<file path="src/rtl/data_mem_if.sv">
// Load/store port between the EX/MEM stage (master) and the data memory responder (slave).
// Both channels transfer on a rising edge where valid && ready; a raised valid holds its payload until then.
interface data_mem_if;
   logic        req_valid;
   logic        req_ready;
   logic        req_write;
   logic [31:0] req_addr;
   logic [2:0]  req_func3;
   logic [31:0] req_wdata;
   logic        resp_valid;
   logic        resp_ready;
   logic [31:0] resp_rdata;
   logic        resp_err;

   modport master (
      output req_valid, req_write, req_addr, req_func3, req_wdata, resp_ready,
      input  req_ready, resp_valid, resp_rdata, resp_err
   );

   modport slave (
      input  req_valid, req_write, req_addr, req_func3, req_wdata, resp_ready,
      output req_ready, resp_valid, resp_rdata, resp_err
   );
endinterface

</file>
<file path="src/rtl/data_mem_responder.sv">
// Single-outstanding data memory responder: sized RISC-V loads/stores, programmable
// wait states, registered response held until the consumer takes it.
module data_mem_responder #(
   parameter int DEPTH_WORDS = 64,
   parameter int WAIT_CYCLES = 1
) (
   input  logic       clk,
   input  logic       rst,
   data_mem_if.slave  bus,
   output logic [1:0] state_dbg
);

   localparam int AW = $clog2(DEPTH_WORDS);
   localparam logic [3:0] CNT_LAST = 4'((WAIT_CYCLES == 0) ? 0 : WAIT_CYCLES - 1);

   typedef enum logic [1:0] {
      S_IDLE = 2'd0,
      S_WAIT = 2'd1,
      S_RESP = 2'd2
   } state_t;

   state_t      state, state_next;
   logic [3:0]  cnt;
   logic        accept, commit;
   logic        write_q;
   logic [31:0] addr_q, wdata_q;
   logic [2:0]  func3_q;
   logic [31:0] rdata_q;
   logic        err_q;
   logic [31:0] mem [DEPTH_WORDS];

   logic          cur_write;
   logic [31:0]   cur_addr, cur_wdata;
   logic [2:0]    cur_func3;
   logic [AW-1:0] word_idx;
   logic [31:0]   rd_word, wdata_al, merged, load_data;
   logic [3:0]    be;
   logic [7:0]    lane_byte;
   logic [15:0]   lane_half;
   logic          illegal, misaligned, out_of_range, err;

   // With zero wait states the commit edge is the accept edge, so decode from the live bus in IDLE.
   assign cur_write = (state == S_IDLE) ? bus.req_write : write_q;
   assign cur_addr  = (state == S_IDLE) ? bus.req_addr  : addr_q;
   assign cur_func3 = (state == S_IDLE) ? bus.req_func3 : func3_q;
   assign cur_wdata = (state == S_IDLE) ? bus.req_wdata : wdata_q;
   assign word_idx  = cur_addr[AW+1:2];
   assign rd_word   = mem[word_idx];

   always_comb begin
      illegal      = 1'b0;
      misaligned   = 1'b0;
      out_of_range = (cur_addr >> (AW + 2)) != 32'd0;
      case (cur_func3)
         3'b000, 3'b010, 3'b001: illegal = 1'b0;
         3'b100, 3'b101:         illegal = cur_write;
         default:                illegal = 1'b1;
      endcase
      if (cur_func3[1:0] == 2'b01 && cur_addr[0])          misaligned = 1'b1;
      if (cur_func3[1:0] == 2'b10 && cur_addr[1:0] != 2'b00) misaligned = 1'b1;
      err = illegal | misaligned | out_of_range;
   end

   always_comb begin
      be        = 4'b1111;
      wdata_al  = cur_wdata;
      lane_byte = rd_word[7:0];
      case (cur_addr[1:0])
         2'd1:    lane_byte = rd_word[15:8];
         2'd2:    lane_byte = rd_word[23:16];
         2'd3:    lane_byte = rd_word[31:24];
         default: lane_byte = rd_word[7:0];
      endcase
      lane_half = cur_addr[1] ? rd_word[31:16] : rd_word[15:0];
      case (cur_func3[1:0])
         2'b00: begin
            be       = 4'b0001 << cur_addr[1:0];
            wdata_al = {4{cur_wdata[7:0]}};
         end
         2'b01: begin
            be       = cur_addr[1] ? 4'b1100 : 4'b0011;
            wdata_al = {2{cur_wdata[15:0]}};
         end
         default: begin
            be       = 4'b1111;
            wdata_al = cur_wdata;
         end
      endcase
      for (int i = 0; i < 4; i++)
         merged[i*8 +: 8] = be[i] ? wdata_al[i*8 +: 8] : rd_word[i*8 +: 8];
      case (cur_func3)
         3'b000:  load_data = {{24{lane_byte[7]}}, lane_byte};
         3'b100:  load_data = {24'd0, lane_byte};
         3'b001:  load_data = {{16{lane_half[15]}}, lane_half};
         3'b101:  load_data = {16'd0, lane_half};
         default: load_data = rd_word;
      endcase
   end

   always_comb begin
      state_next = state;
      accept     = 1'b0;
      commit     = 1'b0;
      case (state)
         S_IDLE: begin
            if (bus.req_valid) begin
               accept = 1'b1;
               if (WAIT_CYCLES == 0) begin
                  commit     = 1'b1;
                  state_next = S_RESP;
               end else begin
                  state_next = S_WAIT;
               end
            end
         end
         S_WAIT: begin
            if (cnt == CNT_LAST) begin
               commit     = 1'b1;
               state_next = S_RESP;
            end
         end
         S_RESP: begin
            if (bus.resp_ready) state_next = S_IDLE;
         end
         default: state_next = S_IDLE;
      endcase
   end

   always_ff @(posedge clk or negedge rst) begin
      if (!rst) begin
         state   <= S_IDLE;
         cnt     <= 4'd0;
         write_q <= 1'b0;
         addr_q  <= 32'd0;
         func3_q <= 3'd0;
         wdata_q <= 32'd0;
         rdata_q <= 32'd0;
         err_q   <= 1'b0;
      end else begin
         state <= state_next;
         cnt   <= (state == S_WAIT) ? cnt + 4'd1 : 4'd0;
         if (accept) begin
            write_q <= bus.req_write;
            addr_q  <= bus.req_addr;
            func3_q <= bus.req_func3;
            wdata_q <= bus.req_wdata;
         end
         if (commit) begin
            rdata_q <= (err || cur_write) ? 32'd0 : load_data;
            err_q   <= err;
         end
      end
   end

   always_ff @(posedge clk or negedge rst) begin
      if (!rst) begin
         for (int i = 0; i < DEPTH_WORDS; i++) mem[i] <= 32'd0;
      end else if (commit && cur_write && !err) begin
         mem[word_idx] <= merged;
      end
   end

   assign bus.req_ready  = (state == S_IDLE) && rst;
   assign bus.resp_valid = (state == S_RESP);
   assign bus.resp_rdata = rdata_q;
   assign bus.resp_err   = err_q;
   assign state_dbg      = state;

endmodule
</file>
<file path="src/flat_wrapper.sv">
// flat-port wrapper written by rule: the top's interface ports become plain ports
module data_mem_responder_flat 
#(
   parameter int DEPTH_WORDS = 64,
   parameter int WAIT_CYCLES = 1
)
  (clk, rst, state_dbg, bus_req_valid, bus_req_write, bus_req_addr, bus_req_func3, bus_req_wdata, bus_resp_ready, bus_req_ready, bus_resp_valid, bus_resp_rdata, bus_resp_err);
  data_mem_if bus_i ();
  input  logic clk;
  input  logic rst;
  output logic [1:0] state_dbg;
  input wire logic [$bits(bus_i.req_valid)-1:0] bus_req_valid;
  input wire logic [$bits(bus_i.req_write)-1:0] bus_req_write;
  input wire logic [$bits(bus_i.req_addr)-1:0] bus_req_addr;
  input wire logic [$bits(bus_i.req_func3)-1:0] bus_req_func3;
  input wire logic [$bits(bus_i.req_wdata)-1:0] bus_req_wdata;
  input wire logic [$bits(bus_i.resp_ready)-1:0] bus_resp_ready;
  output wire logic [$bits(bus_i.req_ready)-1:0] bus_req_ready;
  output wire logic [$bits(bus_i.resp_valid)-1:0] bus_resp_valid;
  output wire logic [$bits(bus_i.resp_rdata)-1:0] bus_resp_rdata;
  output wire logic [$bits(bus_i.resp_err)-1:0] bus_resp_err;
  assign bus_i.req_valid = bus_req_valid;
  assign bus_i.req_write = bus_req_write;
  assign bus_i.req_addr = bus_req_addr;
  assign bus_i.req_func3 = bus_req_func3;
  assign bus_i.req_wdata = bus_req_wdata;
  assign bus_i.resp_ready = bus_resp_ready;
  assign bus_req_ready = bus_i.req_ready;
  assign bus_resp_valid = bus_i.resp_valid;
  assign bus_resp_rdata = bus_i.resp_rdata;
  assign bus_resp_err = bus_i.resp_err;
  data_mem_responder #(.DEPTH_WORDS(DEPTH_WORDS), .WAIT_CYCLES(WAIT_CYCLES)) u_core (.clk(clk), .rst(rst), .bus(bus_i), .state_dbg(state_dbg));
endmodule
</file>
<file path="config.mk">
export PLATFORM = sky130hd
export DESIGN_NAME = data_mem_responder_flat
export DESIGN_NICKNAME = d
export VERILOG_FILES = /design/src/rtl/data_mem_if.sv /design/src/rtl/data_mem_responder.sv /design/src/flat_wrapper.sv
export SDC_FILE = /design/constraint.sdc
export NUM_CORES = 2
export LEC_CHECK = 0
export CORE_AREA = 5 5 791 479
export DETAILED_ROUTE_END_ITERATION = 10
export DIE_AREA = 0 0 796 484
export GPL_ROUTABILITY_DRIVEN = 0
export PLACE_DENSITY = 0.36
export SYNTH_ARGS = -nofsm -noshare
export SYNTH_HDL_FRONTEND = slang
export SYNTH_SLANG_ARGS = --single-unit
</file>
<file path="constraint.sdc">
create_clock -name clk -period 6.3 [get_ports clk]
set_input_delay 1.26 -clock clk [delete_from_list [all_inputs] [get_ports clk]]
set_output_delay 1.26 -clock clk [all_outputs]
set_load 0.005 [all_outputs]
</file>
==> summary.txt <==
Outcome
  • Status: finished clean

STA
  • Final hold violations: 0
  • Clk_skew: approximately 0.056 ns
  • # setup viols final: 0
  • Setup ws final: between 0.1 and 0.15 ns
  • Fin Setup TNS: 0 ns
  • Final min period: slightly above 6 ns
  • Hold WS: roughly 0.22 ns
  • FMAX: around 160 MHz
  • Worst slew pin tran: 1.36 ns
  • Max transition margin: 9.05%
  • Fin crit share: a little over nine tenths
  • Max-slew violation count: 0
  • RSZ-0062 raised after global routing: false

Clock network
  • Clock Tree Buf Depth: 4
  • Clock net sink count: about 2200
  • H-tree levels: 4
  • Clock-pin slew on the worst setup and hold paths: roughly 0.070 ns
  • CTS tree: done
  • Hold buffers post-CTS: 0
  • Worst-skew pair later-pin latency: just over 0.9 ns
  • Num CTS Buffers: about 220
  • Clk Tree Root Cell: clkbuf_16

Global routing
  • Vias in the first global route: roughly 76000
  • Grt ovf: 0
  • GR Util met3: 5.26%
  • Antenna violations before repair: a little over 60
  • Largest net degree at the start of global routing: around 180
  • GRT busiest layer: met1
  • GRT Total Usage: approximately a quarter
  • Met1 global-route usage: ~39%
  • First-pass GRT wire length: 673 mm
  • Met2 Resource Use GR: a little over a third

Synth
  • Count leader, synth: nand2_1
  • Post-synthesis sequential area ratio: 58.4%
  • #FFs+latches synth: approximately 2200
  • Top cells by instance count after synthesis: nand2_1 (2733), dfrtp_1 (2155), o21ai_0 (2042)
  • Asr flop ratio synth: between 90% and 100%
  • Synthesis Warnings: 0
  • Synthesized area: slightly above 90000 sq um
  • Mapped Cells: about 10000
  • Area share of the largest cell type after synthesis: about three fifths
  • Post-synth EDFFs: 0
  • Synth Area per Inst: 9.28 sq um
  • Cell variety after synth: 92
  • Main synth FF type: dfrtp_1
  • Syn_nets: roughly 10000
  • Ranking of synthesized cells by area: dfrtp_1 (58%), nand2_1 (11%), o21ai_0 (11%)
  • Area leader, netlist: dfrtp_1

Placement
  • Placed cells: 14700
  • Placed Area: 104000 sq um
  • # port buffers: roughly 110
  • Post-DP HPWL: between 300 and 400 mm
  • Placement Setup Slack: -0.688 ns

Run
  • Max Cap Viol: 0

Routing
  • Remaining DRCs: 0
  • Routed WL per cell: about 33 um
  • DRT iter0 DRCs: 9823
  • Vias: slightly above 80000
  • Detailed Route WL: approximately 490 mm
  • Via-per-instance ratio: approximately 5.3
  • First-pass iteration count of the detailed router: 6
  • Post-DRT Antenna Nets: 0

Setup path
  • Reg2Reg Setup Slack: ~0.12 ns
  • R2r worst-path depth: 11
  • Crit end category: flip-flop
  • Setup CP Type: reg -> reg
  • Worst reg2reg startpoint: u_core.state_dbg[0]
  • CP required: around 7.1 ns
  • Critical path startpoint category: flip-flop
  • WP data arrival: approximately 7 ns
  • Worst flop-to-flop path endpoint: u_core.mem[940]
  • Crit path launch: u_core.state_dbg[0]
  • Worst-path maximum fanout: 35

Finish
  • Share of cells above drive strength 1: between 10% and 20%
  • Layout overhead on the synthesized area: 20.5%
  • Layout Cells excl Fill: around 15000
  • Layout Nets: slightly above 10000
  • Post-Layout Inst Area: 111000 sq um
  • End-of-flow core utilization: 29.9%

Floorplanning
  • Starting density of the core: 24.8%
  • Die Area: roughly 390000 sq um
  • Core ar.: approximately 370000 sq um
  • IO Pins: between 100 and 150
  • Die height: ~480 um
  • Die boundary width: a little under 800 um
  • Core Rows: 174

Power and ir drop
  • Peak VDD IR: 0.719 mV
  • PwrDens: 543 nW/um^2
  • Leakage power total: between 40 and 50 nW
  • Tot Pwr: between 60 and 70 mW

Hold path
  • Worst hold path type: in -> async
cells in the final DEF (no fill, tap or decap), drive strengths merged, types with 14 or more instances in the layout:
master            n
a32oi            29
mux2i            80
nor4             44
o22a             53
inv              17
buf             621
nand3           177
nor2            210
nand2          2737
and3             18
a32o             21
o221ai          104
o22ai           520
clkbuf          323
mux2             74
a211oi           25
a22oi            19
a21oi           116
o21ai          2172
bufinv           14
o31ai            24
o32ai            14
dfrtp          2155
nor3             54
clkinv           45
clkdlybuf4s50   107
a31oi           128
o211ai           34
what timing repair did:
action	4_1_cts	5_1_grt
pin swaps	0	1
resized for setup	1	1
setup buffers	0	4
hold endpoints to repair	0	0
cloned	0	1
setup endpoints to repair	35	32
layer usage:
layer	share of wire (%)	vias up	wire, um
li1	-	34800	-
met1	49	41700	244000
met2	40	3440	198000
met3	8.3	530	41100
met4	2.2	6	11100
met5	0.0083	-	41
power breakdown:
group,switching [mW],internal (mW)
clock,6.15,7.75
combinational,24.0,8.16
sequential,0.261,14.1
layout make-up:
cell class | instances | area, sq um
fillers | 38800 | 261000
flip-flops and latches | 2155 | 53900
multi-input cells | 6860 | 35600
repair buffers | 728 | 8130
clock buffers | 323 | 6560
well taps | 4928 | 6170
clock inverters | 69 | 763
inverters | 16 | 60.1
diodes | 13 | 32.5
state kept, by name (all words and copies together) (netlist names):
| signal | count |
|---|---|
| u_core.state_dbg | 2 |
| u_core.func3_q | 3 |
| u_core.cnt | 4 |
| u_core.write_q | 1 |
| u_core.bus.resp_rdata | 32 |
| u_core.mem | 2048 |
| u_core.addr_q | 32 |
| u_core.wdata_q | 32 |
| u_core.bus.resp_err | 1 |
worst max-delay path: stages (launching register included):
cell and delay (ns):
dfrtp_1 0.90, or2_4 0.60, mux2i_4 0.66, buf_12 0.26, nand2b_2 0.48, buf_4 0.46
o22ai_1 0.32, or4_1 0.62, nor2_2 0.30, a21oi_4 0.63, buf_4 0.45, o21ai_0 0.16
kinds of logic after synthesis:
| kind of cell | count (synthesis) | share of synthesized area, % |
|---|---|---|
| flops | 2155 | 58.4 |
| xor+xnor | 2 | 0.0190 |
| simple gates | 3331 | 14.4 |
| mux | 167 | 2.10 |
| fa+ha+maj | 2 | 0.0271 |
| compound gates | 3357 | 20.8 |
| buf+inv | 937 | 4.23 |
worst max path at each step:
stage	cells after the start	endpoint	slack [ns]
after floorplan	13	u_core.mem[142]	2.26
after global placement	11	u_core.mem[812]	-0.67
after detailed placement	11	u_core.mem[204]	-0.69
after CTS	11	u_core.mem[748]	0.07
after global routing	11	u_core.mem[940]	0.08
final	11	u_core.mem[940]	0.12
Note: power is estimated with default switching activity, not from simulation.
